**config.mk**
```make
export PLATFORM = sky130hd
export DESIGN_NAME = imem_loader
export DESIGN_NICKNAME = d
export VERILOG_FILES = /design/src/rtl/loader_pkg.sv /design/src/rtl/loader_checksum.sv /design/src/rtl/imem_loader.sv
export SDC_FILE = /design/constraint.sdc
export NUM_CORES = 1
export LEC_CHECK = 0
export ABC_AREA = 1
export CAP_MARGIN = 20
export CORE_MARGIN = 3
export CORE_UTILIZATION = 40
export CTS_CLUSTER_SIZE = 10
export DETAILED_ROUTE_END_ITERATION = 6
export PLACE_DENSITY = 0.71
export REMOVE_ABC_BUFFERS = 1
export SYNTH_ARGS = -nofsm -noshare
export SYNTH_HDL_FRONTEND = slang
export SYNTH_SLANG_ARGS = --single-unit
```
**constraint.sdc**
```tcl
create_clock -name CLK -period 1.9 [get_ports CLK]
set_clock_uncertainty 0.1 [all_clocks]
set_input_delay 0.285 -clock CLK [delete_from_list [all_inputs] [get_ports CLK]]
set_output_delay 0.285 -clock CLK [all_outputs]
set_load 0.01 [all_outputs]
```
**src/rtl/loader_pkg.sv**
```systemverilog
// Shared definitions for the instruction-memory boot loader: the FSM state
// encoding, the byte width and the default image-size limit.
package loader_pkg;

  localparam int BYTE_W            = 8;
  localparam int DEFAULT_MAX_WORDS = 256;

  typedef logic [2:0] state_t;

  localparam state_t S_LEN_LO  = 3'd0;
  localparam state_t S_LEN_HI  = 3'd1;
  localparam state_t S_DATA_LO = 3'd2;
  localparam state_t S_DATA_HI = 3'd3;
  localparam state_t S_CHK     = 3'd4;
  localparam state_t S_DONE    = 3'd5;
  localparam state_t S_ERR     = 3'd6;

endpackage

```
**src/rtl/loader_checksum.sv**
```systemverilog
// Running XOR over the accepted stream bytes. 'match' compares the byte
// currently on din against everything accumulated so far, so it is valid
// in the same cycle the check byte is presented.
module loader_checksum
  import loader_pkg::*;
(
  input  logic              clk,
  input  logic              clr,
  input  logic              en,
  input  logic [BYTE_W-1:0] din,
  output logic              match
);

  logic [BYTE_W-1:0] acc;

  // Accumulate each enabled byte; clr restarts the image.
  always_ff @(posedge clk) begin
    if (clr) begin
      acc <= '0;
    end else if (en) begin
      acc <= acc ^ din;
    end
  end

  assign match = (din == acc);

endmodule

```
**src/rtl/imem_loader.sv**
```systemverilog
// Boot-time loader: parses a length-prefixed little-endian word stream and
// writes it to instruction memory at byte addresses 0, 2, 4, ... while
// holding the CPU in reset. Define LOADER_CHECKSUM_EN to build the trailing
// XOR check byte; without it the stream ends at the last word.
module imem_loader
  import loader_pkg::*;
#(
  parameter int MAX_WORDS = DEFAULT_MAX_WORDS,
  parameter int ADDR_W    = 16
) (
  input  logic              CLK,
  input  logic              RESET,
  input  logic              in_valid,
  input  logic [BYTE_W-1:0] in_data,
  output logic              in_ready,
  output logic              im_we,
  output logic [ADDR_W-1:0] im_addr,
  output logic [15:0]       im_wdata,
  output logic              cpu_hold,
  output logic              done,
  output logic              error,
  output logic [ADDR_W-1:0] words_loaded
);

  state_t            state;
  logic [15:0]       len_q;
  logic [BYTE_W-1:0] wlo;
  logic              accept;
  logic [15:0]       n_hdr;
  logic              last_word;
  logic              chk_match;

  assign accept    = in_valid && in_ready;
  assign n_hdr     = {in_data, len_q[7:0]};
  // Word being written now is index words_loaded; it is the last one when
  // the count after this write reaches the header length.
  assign last_word = ({1'b0, len_q} == (17'(words_loaded) + 17'd1));

`ifdef LOADER_CHECKSUM_EN
  localparam bit CHK_EN = 1'b1;

  loader_checksum u_checksum (
    .clk   (CLK),
    .clr   (RESET),
    .en    (accept && (state != S_CHK)),
    .din   (in_data),
    .match (chk_match)
  );
`else
  localparam bit CHK_EN = 1'b0;
  assign chk_match = 1'b0;
`endif

  // Terminal states stop accepting; the CPU runs only a fully good image.
  assign in_ready = (state != S_DONE) && (state != S_ERR);
  assign cpu_hold = ~done;

  // Stream parser FSM with registered write port and status outputs.
  always_ff @(posedge CLK) begin
    // NOTE: reset is sampled on the clock edge here, so it must sit inside
    // the clocked block rather than in the sensitivity list.
    if (RESET) begin
      state        <= S_LEN_LO;
      len_q        <= '0;
      wlo          <= '0;
      im_we        <= 1'b0;
      im_addr      <= '0;
      im_wdata     <= '0;
      done         <= 1'b0;
      error        <= 1'b0;
      words_loaded <= '0;
    end else begin
      // NOTE: non-blocking assignments keep every register update on this
      // edge based on the pre-edge values, independent of statement order.
      im_we <= 1'b0;
      if (accept) begin
        case (state)
          S_LEN_LO: begin
            len_q[7:0] <= in_data;
            state      <= S_LEN_HI;
          end
          S_LEN_HI: begin
            len_q <= n_hdr;
            if (n_hdr > 16'(MAX_WORDS)) begin
              state <= S_ERR;
              error <= 1'b1;
            end else if (n_hdr == 16'd0) begin
              if (CHK_EN) begin
                state <= S_CHK;
              end else begin
                state <= S_DONE;
                done  <= 1'b1;
              end
            end else begin
              state <= S_DATA_LO;
            end
          end
          S_DATA_LO: begin
            wlo   <= in_data;
            state <= S_DATA_HI;
          end
          S_DATA_HI: begin
            im_we        <= 1'b1;
            im_addr      <= {words_loaded[ADDR_W-2:0], 1'b0};
            im_wdata     <= {in_data, wlo};
            words_loaded <= words_loaded + ADDR_W'(1);
            if (last_word) begin
              if (CHK_EN) begin
                state <= S_CHK;
              end else begin
                state <= S_DONE;
                done  <= 1'b1;
              end
            end else begin
              state <= S_DATA_LO;
            end
          end
          S_CHK: begin
            if (chk_match) begin
              state <= S_DONE;
              done  <= 1'b1;
            end else begin
              state <= S_ERR;
              error <= 1'b1;
            end
          end
          S_DONE, S_ERR: ;
          default: begin
            state <= S_ERR;
            error <= 1'b1;
          end
        endcase
      end
    end
  end

endmodule

```
==> metrics.md <==
| Metric | Value |
|---|---|
| CTS root buffer | clkbuf_8 |
| Total CTS buffers | 9 |
| Htree depth | 3 |
| CTS tree | built |
| Drt initial violations | 131 |
| Total Wirelength | 10.6 mm |
| GPL Wtd Cong | 0.916 |
| Netlist cell types | 34 |
| Final Hold Viols | 0 |
| Mapped Area | 0.00353 mm^2 |
| Num Clock Sinks | 77 |
| Die area | 0.00998 mm^2 |
| Syn Inst Count | 502 |
| Total area of sequential cells | 0.00156 mm^2 |
| Mean routed wirelength per cell | 14.2 um |
| P_leak | 2.34 nW |
| Cell mode on critical path | nand2_1 |
| Tot GR Track Use | 21.5% |
| Worst Setup Slack, final | -0.0721 ns |
| Initial core utilization | 42.1% |
| Non-filler instance count after layout | 749 |
| Residual DRC count | 0 |
| Clock share of power | 35.6% |
| Net Switching | 0.980 mW |
| Top FF cell, synth | dfxtp_1 |
| Most frequent cells after synthesis | nand2_1 (83), dfxtp_1 (77), nor2_1 (70), o21ai_0 (67), inv_1 (54) |
| Slew Viols, Final | 0 |
| Rows | 33 |
| Post-synth EDFFs | 0 |
| GRT overflow | 0 |
| N_diodes | 0 |
| Syn Area/Cell | 7.02 um^2 |
| First drt pass iteration count | 4 |
| Minimum clock period | 1.97 ns |
| Crit end category | register |
| Height of the chip | 99.9 um |
| RSZ-0062 raised after global routing | true |
| Post-DP Area | 0.00476 mm^2 |
| VDD IR max | 403 uV |
| Clk_lat worst skew | 0.36 ns |
| Pre-CTS setup slack | -0.212 ns |
| P per Cell Area | 662 mW/mm^2 |
| Critical Path RT | 2.10 ns |
| Crit path max fanout | 8 |
| Final instance area | 0.00531 mm^2 |
| Worst hold path class | register to register |
| Core footprint | 0.00838 mm^2 |
| Quantity of hold-fixing buffers added after cts | 0 |
| Reg power frac | 49.5% |
| Failing checks | setup timing |
| First-pass GRT wire length | 17.3 mm |
| Clock transition at path regs | 0.08 ns |
| Initial antenna violation count | 0 |
| Synth top area share | 43.7% |
| CP max stage delay | 0.38 ns |
| Async S/R FF share, synth | 0% |
| Syn-to-layout area delta | 50.7% |
| Fmax | 507 MHz |
| Final worst-path cycle share | 104% |
| Max-Cap Viols | 0 |
| Seq cells post-synth | 77 |
| Via density | 5.10 |
| Placed Cells | 718 |
| Sw frac | 27.9% |
| Post-synthesis sequential area ratio | 43.7% |
| Crit path cell chain | buf_6 -> nand2_4 -> nor2_4 -> buf_12 -> nand2_8 -> buf_4 -> nand2_1 -> nand3_2 -> nand2_1 -> nor2_1 -> nand3_1 -> nor2_2 -> nand3_1 -> nand2_1 -> nand2_1 -> a21oi_2 |
| Crit path kind | register to register |
| Multi-input gate area | 0.00187 mm^2 |
| Critical Path AT | 2.17 ns |
| Top cells by area, synth | dfxtp_1 (44%), o21ai_0 (9.5%), nand2_1 (8.8%), nor2_1 (7.5%), a21oi_1 (6.1%) |
| Final Hold Slack | 0.369 ns |
| Pin count of the biggest net entering global routing | 57 |
| Combinational share of power | 14.9% |
| Status | complete, but fails checks |
| Crit start category | register |
| Vias post-DR | 3,817 |
| Die Wd | 99.9 um |
| Vias in the first global route | 3,704 |
| PortBufs | 62 |
| CTS max path bufs | 2 |
| Fillcell total | 735 |
| Yosys top cell by area | dfxtp_1 |
| Final setup violating endpoints | 4 |
| Internal power | 2.54 mW |
| Routed Antenna Nets | 0 |
| Slowest CP cell | dfxtp_4 |
| Layout cells sized above 1 | 25.2% |
| Layout Nets | 653 |
| YS warnings | 0 |
| I/O pins | 64 |
| Hpwl dp | 7.47 mm |
| Most common cell in the netlist | nand2_1 |
-- worst max-delay path: cells and delay by family, from the launching register on --
kind	cells	cell delay [ns]
simple gates	12	0.93
compound gates	1	0.11
flops	1	0.38
buf+inv	3	0.38
-- final timing paths --
check	endpoint	slack (ns)	from	depth (start not counted)
setup / recovery	state[2]$_SDFFE_PP0P_	-0.07	words_loaded[1]$_SDFFE_PP0P_	16
hold / removal	error$_SDFFE_PP0P_	0.37	error$_SDFFE_PP0P_	2
setup reg to reg	state[2]$_SDFFE_PP0P_	-0.07	words_loaded[1]$_SDFFE_PP0P_	16
hold reg to reg	error$_SDFFE_PP0P_	0.37	error$_SDFFE_PP0P_	2
-- state kept, by name, indices dropped and copies added (netlist names) --
name,cells
wlo,8
error,1
words_loaded,16
state,3
im_we,1
im_addr,15
im_wdata,16
done,1
len_q,16
-- power by group through the flow --
stage / clock network, mW / registers [mW] / logic (mW)
detailed placement: 0 / 1.78 / 0.496
global route: 1.35 / 1.75 / 0.581
CTS: 1.28 / 1.74 / 0.513
global placement: 0 / 1.77 / 0.484
floorplan: 0 / 1.78 / 0.231
finish: 1.25 / 1.74 / 0.523
-- timing repair --
action                                  CTS  global route
endpoints found under the hold margin     0             0
resized for setup                        29            37
buffers inserted                         13             4
endpoints found under the setup margin    5            19
pin swaps                                17            23
gates cloned                              0             0
-- per-stage QoR --
stage                     setup TNS, ns  util (%)  power, mW
after floorplan                  -44.70         -       2.01
after global placement           -0.671      56.8       2.26
after detailed placement          -1.15      56.8       2.27
after CTS                        -0.204      61.3       3.53
after global routing             -0.965      63.4       3.68
final                            -0.224      63.4       3.52
-- layout make-up --
class                      count  area share (%)
inverter                      55            3.89
clock inverter                 6            1.32
multi-input combinational    348            35.2
sequential                    77            29.4
tap                          105            2.47
clock buffer                   9            2.33
timing repair buffer         149            25.4
-- logic make-up after synthesis --
group	Yosys count	synth area share (%)
compound gates	126	19.0
flops	77	43.7
fa+ha+maj	2	0.710
other cells	1	0.106
xor+xnor	4	0.994
buf+inv	77	8.73
simple gates	215	26.8
-- per-layer routing --
metal / track usage, % / part of all wire (%)
met2: 36.3 / 49
met4: 6.93 / 2.2
met5: 0 / 0
met1: 27.2 / 44
met3: 5.00 / 4.8
-- layout by cell type, fill, tap and decap left out, types with 7 or more instances in the layout --
master           synthesis  routed
buf_4                    1      80
inv_1                   54      54
nor2_1                  70      66
nand3_1                 31      24
clkbuf_8                 1       9
clkdlybuf4s50_1          0      59
nand4_1                  9       9
nand3_2                  1       8
nand2_1                 83      70
nor2_4                   2       7
o21ai_0                 67      66
nand2_2                  2      12
a21oi_1                 43      40
dfxtp_1                 77      67
Note: power is estimated with default switching activity, not from simulation.
